===== src/rtl/mux_nto1_arb.sv =====
`timescale 1ns/1ps
`default_nettype none
// +----------------------------------------------------------------------------+
// | Module   : mux_nto1_arb                                                    |
// | Brief    : Registered N-to-1 datapath mux with valid/ready on every input  |
// |            and on the output. Fixed external select or round-robin        |
// |            arbitration among valid inputs, chosen by the mode input.       |
// | Revision : 1.0 - initial release                                          |
// +----------------------------------------------------------------------------+
module mux_nto1_arb #(
    parameter int WIDTH  = 16,
    parameter int NUM_IN = 4,
    localparam int SEL_W = (NUM_IN > 1) ? $clog2(NUM_IN) : 1
) (
    input  logic                    clk,
    input  logic                    rst_n,
    input  logic                    mode,
    input  logic [SEL_W-1:0]        select,
    input  logic [NUM_IN*WIDTH-1:0] in_data,
    input  logic [NUM_IN-1:0]       in_valid,
    output logic [NUM_IN-1:0]       in_ready,
    output logic [WIDTH-1:0]        out_data,
    output logic                    out_valid,
    input  logic                    out_ready,
    output logic [SEL_W-1:0]        out_src
);

    // Highest legal channel index; the pointer wraps here, not at 2^SEL_W.
    localparam logic [SEL_W-1:0] c_last_idx = SEL_W'(NUM_IN - 1);

    logic [WIDTH-1:0] out_data_q, out_data_d;
    logic             out_valid_q, out_valid_d;
    logic [SEL_W-1:0] out_src_q, out_src_d;
    logic [SEL_W-1:0] ptr_q, ptr_d;

    logic             load_en;
    logic             have_cand;
    logic [SEL_W-1:0] cand;
    logic [WIDTH-1:0] cand_data;
    logic             xfer;

    // Pick the candidate channel: external select, or first valid from ptr.
    always_comb begin
        int idx;
        have_cand = 1'b0;
        cand      = '0;
        idx       = 0;
        if (!mode) begin
            // Out-of-range select never matches a channel, so nothing is granted.
            cand = select;
            for (int i = 0; i < NUM_IN; i++) begin
                if (SEL_W'(i) == select && in_valid[i]) begin
                    have_cand = 1'b1;
                end
            end
        end else begin
            for (int k = 0; k < NUM_IN; k++) begin
                // ptr_q < NUM_IN, so a single subtraction wraps the search index.
                idx = int'(ptr_q) + k;
                if (idx >= NUM_IN) begin
                    idx = idx - NUM_IN;
                end
                if (!have_cand && in_valid[idx]) begin
                    have_cand = 1'b1;
                    cand      = SEL_W'(idx);
                end
            end
        end
    end

    // Drive ready to the candidate and steer its data; unselected data never leaks.
    always_comb begin
        load_en   = !out_valid_q || out_ready;
        in_ready  = '0;
        cand_data = '0;
        for (int i = 0; i < NUM_IN; i++) begin
            if (SEL_W'(i) == cand) begin
                // Fixed mode offers ready on the selected channel even when it is idle.
                in_ready[i] = load_en && (mode ? have_cand : 1'b1);
                cand_data   = in_data[i*WIDTH +: WIDTH];
            end
        end
        xfer = load_en && have_cand;
    end

    // Next state of the output register and the round-robin pointer.
    always_comb begin
        out_data_d  = out_data_q;
        out_src_d   = out_src_q;
        out_valid_d = out_valid_q;
        ptr_d       = ptr_q;
        if (load_en) begin
            out_valid_d = xfer;
            if (xfer) begin
                out_data_d = cand_data;
                out_src_d  = cand;
            end
        end
        // Pointer only advances on round-robin grants so fixed mode leaves it parked.
        if (xfer && mode) begin
            ptr_d = (cand == c_last_idx) ? '0 : cand + SEL_W'(1);
        end
    end

    // State registers with asynchronous clear; an in-flight word is dropped.
    always_ff @(posedge clk or negedge rst_n) begin
        if (!rst_n) begin
            out_data_q  <= '0;
            out_valid_q <= 1'b0;
            out_src_q   <= '0;
            ptr_q       <= '0;
        end else begin
            out_data_q  <= out_data_d;
            out_valid_q <= out_valid_d;
            out_src_q   <= out_src_d;
            ptr_q       <= ptr_d;
        end
    end

    assign out_data  = out_data_q;
    assign out_valid = out_valid_q;
    assign out_src   = out_src_q;

endmodule
`default_nettype wire

===== config.mk =====
export PLATFORM = sky130hd
export DESIGN_NAME = mux_nto1_arb
export DESIGN_NICKNAME = d
export VERILOG_FILES = /design/src/rtl/mux_nto1_arb.sv
export SDC_FILE = /design/constraint.sdc
export NUM_CORES = 1
export LEC_CHECK = 0
export ABC_AREA = 1
export BUFFER_PORTS_ARGS = -buffer_cell sky130_fd_sc_hd__buf_2
export CAP_MARGIN = 0
export CORE_ASPECT_RATIO = 0.9
export CORE_MARGIN = 1
export CORE_UTILIZATION = 45
export CTS_CLUSTER_SIZE = 12
export DETAILED_ROUTE_END_ITERATION = 7
export PLACE_DENSITY = 0.85
export SYNTH_ARGS = -nofsm -noshare
export SYNTH_HDL_FRONTEND = slang
export SYNTH_SLANG_ARGS = --single-unit

===== constraint.sdc =====
create_clock -name clk -period 4.72 [get_ports clk]
set_input_delay 0.472 -clock clk [delete_from_list [all_inputs] [get_ports clk]]
set_output_delay 0.472 -clock clk [all_outputs]
set_load 0.02 [all_outputs]

=== Word-level counts from Yosys, hierarchy flattened ===
Cells that the tools add are included.

* Equality and inequality tests: 7
* $lt $le $gt $ge: 8
* Mux-type cells: 47
* Add/subtract/negate cells: 8
* Reduce and logical (&&, ||, !) cells: 18

{| class="wikitable"
|+ Operators with widths
! cell !! count
|-
| 32-bit 2-to-1 mux || 8
|-
| 32-bit by 4-bit < comparator with 1-bit output, second input constant || 4
|-
| 16-bit 2-to-1 mux || 4
|-
| 1-bit 2-to-1 mux || 25
|-
| 2-bit 2-to-1 mux || 6
|-
| 3-bit by 3-bit subtractor with 4-bit output, second input constant || 3
|-
| 1-bit logical AND || 10
|-
| 3-bit >= comparator, second input constant || 3
|-
| 1-bit binary-select mux with 2-bit select || 4
|-
| 2-bit == test, first input constant || 4
|-
| 2-bit by 2-bit adder with 3-bit output, second input constant || 2
|-
| 1-bit by 2-bit == test with 1-bit output, first input constant || 2
|-
| 1-bit zero test || 4
|-
| 2-bit zero test || 2
|-
| 2-bit by 3-bit subtractor with 4-bit output, second input constant || 1
|-
| 2-bit by 1-bit adder with 3-bit output, second input constant || 1
|-
| 2-bit by 3-bit >= comparator with 1-bit output, second input constant || 1
|-
| 2-bit by 1-bit adder with 2-bit output, second input constant || 1
|-
| 2-bit == test, second input constant || 1
|-
| 2-bit AND reduction || 1
|-
| 1-bit logical OR || 1
|}

* Flip-flop bits (word level): 21
* Output and inout bits: 23
* Input port bits: 74
* Logic and storage cells: 92

=== Logic depth before layout (Yosys ltp) ===
* Depth in word-level cells: 25
* Depth in mapped cells: 23
* Depth with buffers taken out: 21

=== Least setup slack after synthesis ===
No wires, ideal clock.

* Kind: reg-to-output
* From: reg ptr_q[0]
* To: out in_ready[1]
* Setup slack: 1.949 ns
* Data required time: 4.248 ns
* Stages on the path, launching flop included: 18
* Data arrival time: 2.299 ns
* Buffers on the path: 3
* Cells stage by stage: dfrtp_1 > buf_6 > inv_6 > nand2_1 > nand3_1 > nand2_1 > nor2_4 > nand3_1 > nand2_1 > inv_1 > nand2_1 > nand2_1 > inv_1 > ha_1 > clkbuf_1 > clkbuf_1 > inv_1 > nor2_1

* Elaborated cells on any way between the ends: 54
* Those cells by class: 7 x add/sub; 4 x order compare; 1 x eq/ne; 35 x mux; 7 x reduce/logical

{| class="wikitable"
|+ RTL lines
! what !! line !! source
|-
| start: declaration || 34 || <nowiki>logic [SEL_W-1:0] ptr_q, ptr_d;</nowiki>
|-
| start signal: assignment || 116 || <nowiki>ptr_q <= ptr_d;</nowiki>
|-
| 2-bit by 3-bit subtractor with 4-bit output or 2-bit by 3-bit >= comparator with 1-bit output (tied branches) || 61, 60 ||
|-
| 32-bit 2-to-1 mux || 60 || <nowiki>if (idx >= NUM_IN) begin</nowiki>
|-
| 32-bit 2-to-1 mux || 48 || <nowiki>if (!mode) begin</nowiki>
|-
| 1-bit binary-select mux with 2-bit select || 63 || <nowiki>if (!have_cand && in_valid[idx]) begin</nowiki>
|-
| 1-bit 2-to-1 mux (implied by the code) (2 in a row) || 63 ||
|-
| 1-bit 2-to-1 mux || 63 ||
|-
| 1-bit 2-to-1 mux || 48 ||
|-
| 1-bit zero test || 63 ||
|-
| [6 not listed] || n/a ||
|-
| 1-bit 2-to-1 mux || 48 ||
|-
| 1-bit zero test || 63 ||
|-
| 1-bit logical AND || 63 ||
|-
| 2-bit 2-to-1 mux (*) || 63 ||
|-
| 2-bit 2-to-1 mux (*) || 48 ||
|-
| named net cand[1] || 38 || <nowiki>logic [SEL_W-1:0] cand;</nowiki>
|-
| 1-bit by 2-bit == test with 1-bit output (*) || 77 || <nowiki>if (SEL_W'(i) == cand) begin</nowiki>
|-
| 1-bit 2-to-1 mux (*) || 77 ||
|-
| end: declaration || 21 || <nowiki>output logic [NUM_IN-1:0] in_ready,</nowiki>
|}

Mark *: on every way through the listed nets, which the timed path passes. The rest lies on a longest branch. The select of a mux whose other input is x is not followed.

=== Worst setup path in the final report ===
* From: reg ptr_q[0]
* To: reg out_data_q[13] (netlist: out_data[13])

* Word-level cells in the longest chain between the ends: 25
* Elaborated cells on any way between the ends: 60
* Those cells by class: 7 x add/sub; 4 x order compare; 3 x eq/ne; 37 x mux; 9 x reduce/logical

{| class="wikitable"
|+ RTL lines
! what !! line !! source
|-
| 2-bit by 3-bit subtractor with 4-bit output or 2-bit by 3-bit >= comparator with 1-bit output (tied branches) || 61, 60 ||
|-
| 32-bit 2-to-1 mux || 60 ||
|-
| 32-bit 2-to-1 mux || 48 ||
|-
| 1-bit binary-select mux with 2-bit select || 63 ||
|-
| 1-bit 2-to-1 mux (implied by the code) (2 in a row) || 63 ||
|-
| 1-bit 2-to-1 mux || 63 ||
|-
| 1-bit 2-to-1 mux || 48 ||
|-
| 1-bit zero test || 63 ||
|-
| [7 not listed] || n/a ||
|-
| 1-bit zero test || 63 ||
|-
| 1-bit logical AND || 63 ||
|-
| 2-bit 2-to-1 mux (*) || 63 ||
|-
| 2-bit 2-to-1 mux (*) || 48 ||
|-
| named net cand[0] || 38 ||
|-
| 2-bit zero test || 77 ||
|-
| 16-bit 2-to-1 mux (3 in a row) || 77 ||
|-
| 16-bit 2-to-1 mux (*) || 77 ||
|-
| end signal: assignment || 113 || <nowiki>out_data_q <= out_data_d;</nowiki>
|-
| end: declaration || 31 || <nowiki>logic [WIDTH-1:0] out_data_q, out_data_d;</nowiki>
|}

Marks and branches as above.
A chain may end at the register's enable or synchronous reset.

==> run metrics <==
Fin. Hold Viols=0; worst vdd ir=0.421 mV; #FFs+latches synth=21; critical path peak fanout=18; synth unique cells=21; EDFF count, synth=0; Final HPWL DP=3.77 mm; Synth top cells by count=135 x nand2_1, 35 x o21ai_0, 21 x dfrtp_1, 20 x inv_1, 17 x a21oi_1; clock power share=8.2%; final setup fails=0; vias=1983; FF+latch area=526 um^2; RSZ-0062 raised after global routing=no; Initial Util=48.6%; # DRC=0; CP Capture Type=flop; max cap viols=0; worst-margin pin slew=0.932 ns; hold crit path type=input port to asynchronous set/reset pin; Port Buf Inserts=96; Clock Sinks=21; Core ar.=3500 um^2; # resized after CTS=0; ys async rst share=100%; Synth area leaders=dfrtp_1 31%, nand2_1 30%, o21ai_0 10%; flop2flop setup slack=1.16 ns; most frequent cell after synthesis=nand2_1; number of buffers added for setup after CTS=0; WL/cell=11.4 um; Slew Viols, Final=0; area grow syn2layout=29.8%; Post-Route WL=4.67 mm; Die Width=66.9 um; final setup TNS=0 ns; H-tree Lvls=1; status=finished clean; CTS tree=built; post-route ant nets=0; Min Hold Slack=0.149 ns; cell taking the most area after synthesis=dfrtp_1; Rel. slew slack=37.6%; internal power=645 uW; Yosys warning count=0; syn_nets=356; number of core rows=20; remaining global-route overflow=0; Leak=1.33 nW; Total GRT Usage=23.6%; Mapped Cells=278; Req. time, crit path=4.92 ns; Setup Crit Path Kind=flop to flop; Post-Syn Area=1700 um^2; Ports=97; Sequential Power Share=23.0%; Fillers=335; Critical Path AT=3.76 ns; clk_lat worst skew=0.26 ns; ANT cells=0; Pre-Repair DR Iteration Count=4; Clock Tree Root=clkbuf_8; fmax=281 MHz; Comb pwr share=68.8%; hold-fix buffers at CTS=0; first-pass GRT wire length=7.33 mm; nets=445; fraction of the yosys area taken by sequential cells=30.8%; Yosys top cell area share=30.8%; routability-driven placement congestion ratio=0.892; number of global-route vias before repair=1606; Final min period=3.56 ns; Multi-input gate area=1010 um^2; switching share of power=54.0%; Critical Path Start Type=flop; Die Height=60.4 um; largest net degree at the start of global routing=34; Num CTS Buffers=3; CTS clk-pin slew, worst paths=0.07 ns; vias per inst=4.84; share of cells above drive strength 1=30.6%; top_reg_cell synth=dfrtp_1; Layout Skew=0.000942 ns; Syn Area/Cell=6.13 um^2; Clock Path Buffers=2; DRT iter0 DRCs=160; antenna violations before repair=0; P_sw=757 uW; Tcrit/Tclk final=75.4%; Pwr Density=634 nW/um^2; Die Area=4040 um^2
cell families after synthesis:
| group | after synthesis | synth area share (%) |
|---|---|---|
| AND/OR/NAND/NOR | 165 | 40.3 |
| AO/OA/AOI/OAI | 54 | 16.2 |
| buffers and inverters | 34 | 9.77 |
| flip-flops | 21 | 30.8 |
| adder cells (fa/ha/maj) | 4 | 2.94 |
power groups by stage:
| stage | Clock, mW | Sequential (mW) | Combinational [mW] |
|---|---|---|---|
| after floorplan | 0 | 0.390 | 0.659 |
| after global placement | 0 | 0.322 | 0.942 |
| after detailed placement | 0 | 0.323 | 0.960 |
| after CTS | 0.118 | 0.321 | 0.965 |
| after global routing | 0.128 | 0.328 | 1.10 |
| final | 0.115 | 0.322 | 0.965 |
registers in the layout, summed over array words and instances (netlist names):
register / count
out_src: 2
out_data: 16
out_valid: 1
ptr_q: 2
worst max-delay path, stage by stage, from the launching register on:
cell and delay, ns:
dfrtp_1 0.57, nand2_1 0.13, nand3_1 0.12, nand2_1 0.11, nor2_4 0.16, nand3_2 0.13
o21a_1 0.15, nand2_1 0.13, inv_1 0.08, ha_1 0.41, nor2_1 0.80, nand2_1 0.10
nand2_1 0.09, o21ai_0 0.07, o21ai_0 0.25, nand2_1 0.11, nand2_1 0.08
routing by layer:
layer / wire length (um) / track usage [%] / part of all wire (%) / vias to the layer above
met5: 0 / 0 / 0 / -
met4: 35 / 5.47 / 0.75 / 0
met3: 289 / 2.63 / 6.2 / 4
met2: 2010 / 34.2 / 43 / 91
met1: 2330 / 37.3 / 50 / 838
li1: - / - / - / 1050
stage by stage:
stage	power [mW]	std cells	area (um^2)	setup slack [ns]	utilization, %
detailed placement	1.28	406	2170	1.20	61.8
floorplan	1.05	278	1700	1.95	-
global route	1.55	410	2210	0.740	63.1
global placement	1.26	406	2170	1.35	61.8
finish	1.40	410	2210	1.16	63.1
CTS	1.40	410	2210	1.22	63.1
worst paths after layout:
check                                 start           end  cells past startpoint
min in group clk                out_data[0]   out_data[0]                      2
max in group asynchronous             rst_n  out_data[10]                      1
worst min-delay path                  rst_n   out_data[2]                      1
worst min register to register  out_data[0]   out_data[0]                      2
worst max-delay path               ptr_q[0]  out_data[13]                     16
worst max register to register     ptr_q[0]  out_data[13]                     16
cell usage in the layout (no fill, tap or decap), drive strengths merged:
cell | netlist | final
a211oi | 1 | 1
a21oi | 17 | 17
buf | 4 | 96
clkbuf | 8 | 3
clkinv | 0 | 1
dfrtp | 21 | 21
ha | 4 | 4
inv | 22 | 22
nand2 | 142 | 142
nand3 | 13 | 13
nor2 | 10 | 10
o21a | 1 | 1
o21ai | 35 | 35
final cells by class:
class | count | area share (%)
clock buffer | 3 | 1.87
clock inverter | 1 | 0.226
tap | 44 | 2.49
inverter | 22 | 4.19
sequential | 21 | 23.8
timing repair buffer | 96 | 21.7
multi-input combinational | 223 | 45.8
No activity file was read; power rests on OpenSTA's default activity.
